<file path="config.mk">
export PLATFORM = sky130hd
export DESIGN_NAME = serial_subtractor
export DESIGN_NICKNAME = d
export VERILOG_FILES = /design/src/rtl/serial_subtractor.sv
export SDC_FILE = /design/constraint.sdc
export NUM_CORES = 1
export LEC_CHECK = 0
export ABC_AREA = 0
export CORE_UTILIZATION = 54
export CTS_BUF_LIST = sky130_fd_sc_hd__clkbuf_8
export CTS_CLUSTER_SIZE = 25
export DETAILED_ROUTE_END_ITERATION = 8
export PLACE_DENSITY = 0.81
export SYNTH_ARGS = -nofsm -noshare
export SYNTH_HDL_FRONTEND = slang
export SYNTH_SLANG_ARGS = --single-unit
</file>
<file path="constraint.sdc">
create_clock -name clk -period 1.6 [get_ports clk]
set_input_delay 0.32 -clock clk [delete_from_list [all_inputs] [get_ports clk]]
set_output_delay 0.32 -clock clk [all_outputs]
set_load 0.01 [all_outputs]
</file>
<file path="src/rtl/serial_subtractor.sv">
// ---------------------------------------------------------------------------
// serial_subtractor
//   Bit-serial subtractor: diff = in_a - in_b (mod 2^WIDTH), one bit per
//   clock, LSB first. A single full-subtractor cell and a borrow flop are
//   sequenced by an IDLE -> SHIFT -> DONE FSM with a start/busy/done
//   handshake. Results are registered and held until the next completion.
//
// Ports
//   clk         rising-edge clock
//   rst_n       asynchronous active-low reset
//   start       operation request, honoured only in IDLE or DONE
//   in_a, in_b  minuend / subtrahend, captured on the accepting edge
//   busy        high while the FSM is stepping bits (SHIFT)
//   done        one-cycle pulse: diff/borrow_out/overflow just updated
//   diff        (in_a - in_b) mod 2^WIDTH
//   borrow_out  final borrow (in_a < in_b, unsigned)
//   overflow    signed overflow of in_a - in_b
// ---------------------------------------------------------------------------
module serial_subtractor #(
  parameter int WIDTH = 8
) (
  input  logic             clk,
  input  logic             rst_n,
  input  logic             start,
  input  logic [WIDTH-1:0] in_a,
  input  logic [WIDTH-1:0] in_b,
  output logic             busy,
  output logic             done,
  output logic [WIDTH-1:0] diff,
  output logic             borrow_out,
  output logic             overflow
);

  localparam int CW = $clog2(WIDTH + 1);

  typedef enum logic [1:0] {
    S_IDLE  = 2'd0,
    S_SHIFT = 2'd1,
    S_DONE  = 2'd2
  } state_t;

  state_t           state_q, state_d;
  logic [WIDTH-1:0] a_sh_q, a_sh_d;
  logic [WIDTH-1:0] b_sh_q, b_sh_d;
  logic [WIDTH-1:0] res_q, res_d;
  logic [WIDTH-1:0] diff_q, diff_d;
  logic [CW-1:0]    cnt_q, cnt_d;
  logic             brw_q, brw_d;
  logic             a_msb_q, a_msb_d;
  logic             b_msb_q, b_msb_d;
  logic             borrow_out_q, borrow_out_d;
  logic             overflow_q, overflow_d;
  logic             done_q, done_d;

  logic a0, b0, step_d, step_bo, accept, last_step;

  always_comb begin
    state_d      = state_q;
    a_sh_d       = a_sh_q;
    b_sh_d       = b_sh_q;
    res_d        = res_q;
    diff_d       = diff_q;
    cnt_d        = cnt_q;
    brw_d        = brw_q;
    a_msb_d      = a_msb_q;
    b_msb_d      = b_msb_q;
    borrow_out_d = borrow_out_q;
    overflow_d   = overflow_q;
    done_d       = 1'b0;

    // Full-subtractor cell on the current LSBs and the running borrow.
    a0        = a_sh_q[0];
    b0        = b_sh_q[0];
    step_d    = a0 ^ b0 ^ brw_q;
    step_bo   = (~a0 & b0) | (~(a0 ^ b0) & brw_q);
    accept    = start && ((state_q == S_IDLE) || (state_q == S_DONE));
    last_step = (cnt_q == CW'(WIDTH - 1));

    case (state_q)
      S_IDLE, S_DONE: begin
        // DONE is a one-cycle state; a start here chains straight into
        // the next operation without passing through IDLE.
        state_d = S_IDLE;
        if (accept) begin
          a_sh_d  = in_a;
          b_sh_d  = in_b;
          brw_d   = 1'b0;
          cnt_d   = '0;
          a_msb_d = in_a[WIDTH-1];
          b_msb_d = in_b[WIDTH-1];
          state_d = S_SHIFT;
        end
      end
      S_SHIFT: begin
        a_sh_d = a_sh_q >> 1;
        b_sh_d = b_sh_q >> 1;
        res_d  = {step_d, res_q[WIDTH-1:1]};
        brw_d  = step_bo;
        cnt_d  = cnt_q + CW'(1);
        if (last_step) begin
          diff_d       = res_d;
          borrow_out_d = step_bo;
          // Signed overflow: operand signs differ and the result sign
          // (the bit produced this step) disagrees with the minuend.
          overflow_d   = (a_msb_q != b_msb_q) && (step_d != a_msb_q);
          done_d       = 1'b1;
          state_d      = S_DONE;
        end
      end
      default: state_d = S_IDLE;
    endcase
  end

  always_ff @(posedge clk or negedge rst_n) begin
    if (!rst_n) begin
      state_q      <= S_IDLE;
      a_sh_q       <= '0;
      b_sh_q       <= '0;
      res_q        <= '0;
      diff_q       <= '0;
      cnt_q        <= '0;
      brw_q        <= 1'b0;
      a_msb_q      <= 1'b0;
      b_msb_q      <= 1'b0;
      borrow_out_q <= 1'b0;
      overflow_q   <= 1'b0;
      done_q       <= 1'b0;
    end else begin
      state_q      <= state_d;
      a_sh_q       <= a_sh_d;
      b_sh_q       <= b_sh_d;
      res_q        <= res_d;
      diff_q       <= diff_d;
      cnt_q        <= cnt_d;
      brw_q        <= brw_d;
      a_msb_q      <= a_msb_d;
      b_msb_q      <= b_msb_d;
      borrow_out_q <= borrow_out_d;
      overflow_q   <= overflow_d;
      done_q       <= done_d;
    end
  end

  assign busy       = (state_q == S_SHIFT);
  assign done       = done_q;
  assign diff       = diff_q;
  assign borrow_out = borrow_out_q;
  assign overflow   = overflow_q;

endmodule

</file>
==> impl_metrics.json <==
{
  "peakVddDrop_v": 0.000860,
  "cp_top_family": "adder cells",
  "insertion_delay_ns": 0.30,
  "clk_pin_slew_ns": 0.07,
  "max_freq_mhz": 644,
  "gr-total-overflow": 0,
  "via_per_inst": 5.41,
  "io_pins": 31,
  "ys_seq_area_share_pct": 60.2,
  "slew-limit-headroom_pct": 64.8,
  "fin_setup_tns_ns": 0,
  "dieHeight_um": 59.5,
  "nFillCells": 246,
  "timing.rr.start": "brw_q",
  "start_util_pct": 57.6,
  "synth_async_sr_flop_share_pct": 100,
  "gp_congestion": 0.740,
  "postCtsSetupRepairBufs": 0,
  "clock_path_buffers": 2,
  "nets": 218,
  "crit_fanout": 4,
  "htreeDepth": 2,
  "critPathLaunch": "brw_q",
  "worstSetupPathDepth": 5,
  "status": "finished, final reports clean",
  "skew_ns": 0.00314,
  "final_util_pct": 73.5,
  "grt_use_total_pct": 21.9,
  "synth.distinct_cells": 24,
  "syn_area_per_cell_sq_um": 11.1,
  "routedWlPerCell_um": 13.4,
  "antenna_left": 0,
  "cp-endpoint": "overflow",
  "rows": 20,
  "worstHoldPathType": "in2async",
  "endpoint_kind": "register",
  "cp_cell_sequence": "inv_2 -> fa_1 -> nand2b_4 -> o21ai_1 -> mux2_2",
  "coreArea_sq_um": 3100,
  "area_growth_pct": 27.6,
  "timing.critical_path.from_type": "register",
  "layout-drive-gt1-share_pct": 15.7,
  "hold_violations": 0,
  "worst_slew_pin_slew_ns": 0.528,
  "grt_max_degree": 44,
  "worstSetupPathType": "reg2reg",
  "cp_slowest_cell": "fa_1",
  "setup_viol": 0,
  "place_ws_ns": 0.0324,
  "synth_seq_cells": 43,
  "dp_hpwl_um": 2290,
  "cts_buffers": 5,
  "first_global_vias": 1331,
  "ctsRootBufferMaster": "clkbuf_8",
  "period_minus_slack_ns": 1.55,
  "die_w_um": 59.5,
  "yosys_most_used_dff": "dfrtp_1",
  "post-route-period-util_pct": 97.1,
  "postCtsHoldBufs": 0,
  "critPathArrivalTime_ns": 1.74,
  "cts_tree": "yes",
  "slew_violations": 0,
  "power.leakage_nw": 1.08,
  "cap_violations": 0,
  "cts_sinks": 43,
  "multi_input_area_sq_um": 647,
  "power_density_nw_per_um2": 1940,
  "yosys_warnings": 0,
  "num_vias": 1309,
  "synth_cells": 161,
  "regArea_sq_um": 1080,
  "post-route-drc-count": 0,
  "syn_nets": 182,
  "synth_edf_count": 0,
  "fin_ws_ns": 0.0469,
  "firstDrtPassIters": 4,
  "wirelength_um": 3250,
  "drt_iter0_drc": 68,
  "syn_area_sq_um": 1790,
  "reg2reg_slack_ns": 0.05,
  "cp.required_ns": 1.78,
  "cp_num_buf_inv": 1,
  "die-area_sq_um": 3540,
  "r2r-end": "overflow",
  "io_buffers": 30,
  "r2r_cells": 5,
  "grt_first_pass_wirelength_um": 5600,
  "max_stage_delay_ns": 0.59,
  "num_antenna_cells": 0,
  "antenna_found_initial": 0
}
==> flip-flops by register name, summed over array words and instances, names as in the netlist <==
signal / cells
a_sh_q: 8
b_sh_q: 8
diff: 8
res_q: 7
cnt_q: 4
state_q: 2
a_msb_q: 1
b_msb_q: 1
borrow_out: 1
brw_q: 1
done: 1
overflow: 1
==> worst register-to-register path, delay by kind of cell (launching register included) <==
| family | cells | cell delay, ns |
|---|---|---|
| AO/OA/AOI/OAI | 1 | 0.05 |
| adder cells (fa/ha/maj) | 1 | 0.59 |
| buffers and inverters | 1 | 0.05 |
| flip-flops | 1 | 0.36 |
| multiplexers | 1 | 0.26 |
| AND/OR/NAND/NOR | 1 | 0.14 |
==> area by class of cell <==
cell class	count	share of cell area, %
flip-flops and latches	43	47.2
multi-input cells	104	28.4
repair buffers	39	17.0
clock buffers	7	4.23
well taps	44	2.41
inverters	4	0.659
clock inverters	1	0.165
==> cell usage in the layout (no fill, tap or decap), types with 2 or more instances in the layout <==
cell / n
a22o_1: 4
a22oi_1: 13
buf_12: 2
buf_4: 7
clkbuf_8: 7
clkdlybuf4s50_1: 28
dfrtp_1: 43
inv_1: 3
inv_2: 2
mux2_2: 9
mux2i_1: 3
nand2_1: 43
nand3_1: 14
nor2b_1: 2
nor3_1: 2
o21ai_0: 2
==> per-layer routing <==
metal  up-vias  track usage, %  wire (um)
met1       648            23.0       1320
met5         -               0          0
met3         7            5.90        140
met2        31            40.3       1720
li1        623               -          -
met4         0            10.3         73
==> cells in the mapped netlist, types with 2 or more instances <==
master    instances  area (sq um)
a22o_1            4          35.0
a22oi_1          13          97.6
buf_2             5          25.0
buf_6             2          22.5
clkbuf_1          3          11.3
dfrtp_1          43          1080
inv_1             3          11.3
mux2_2            9           101
mux2i_1           3          30.0
nand2_1          43           161
nand2b_1          3          18.8
nand3_1          14          70.1
nor2b_1           2          12.5
nor3_1            2          10.0
o21ai_0           3          15.0
==> cells by family (layout without fill, tap and decap cells) <==
logic type	count (synthesis)	after routing	share of synthesized area [%]
buffers and inverters	14	51	4.13
muxes	12	12	7.35
AOI/OAI and AO/OA	22	22	9.31
DFF	43	43	60.2
adders and majority gates	2	2	1.82
and+or+nand+nor	68	68	17.2
==> timing repair <==
action,in CTS,in global routing
pin swaps,0,1
gates resized for setup,2,3
setup endpoints to repair,1,1
endpoints found under the hold margin,0,0
==> through the flow <==
step,hold WS (ns),cell area [sq um],power (mW),instances
final,0.0729,2280,4.43,242
after global routing,0.139,2280,4.75,242
after CTS,0.0952,2270,4.43,242
after detailed placement,0.419,2170,3.69,234
after global placement,0.407,2170,3.57,234
after floorplan,0.0244,1790,2.99,161
==> power by group <==
part / leakage (nW) / switching, mW / internal [mW]
Clock: 0.0557 / 0.347 / 0.387
Combinational: 0.483 / 0.889 / 0.929
Sequential: 0.537 / 0.298 / 1.58
Total: 1.08 / 1.53 / 2.90
==> worst min-delay path by stage <==
stage / end / start / depth (start not counted)
finish: diff[0] / rst_n / 2
global route: diff[0] / rst_n / 2
CTS: diff[0] / rst_n / 2
detailed placement: diff[0] / rst_n / 2
global placement: diff[0] / rst_n / 2
floorplan: a_msb_q / rst_n / 0
Power figures use the tool's default switching activity.
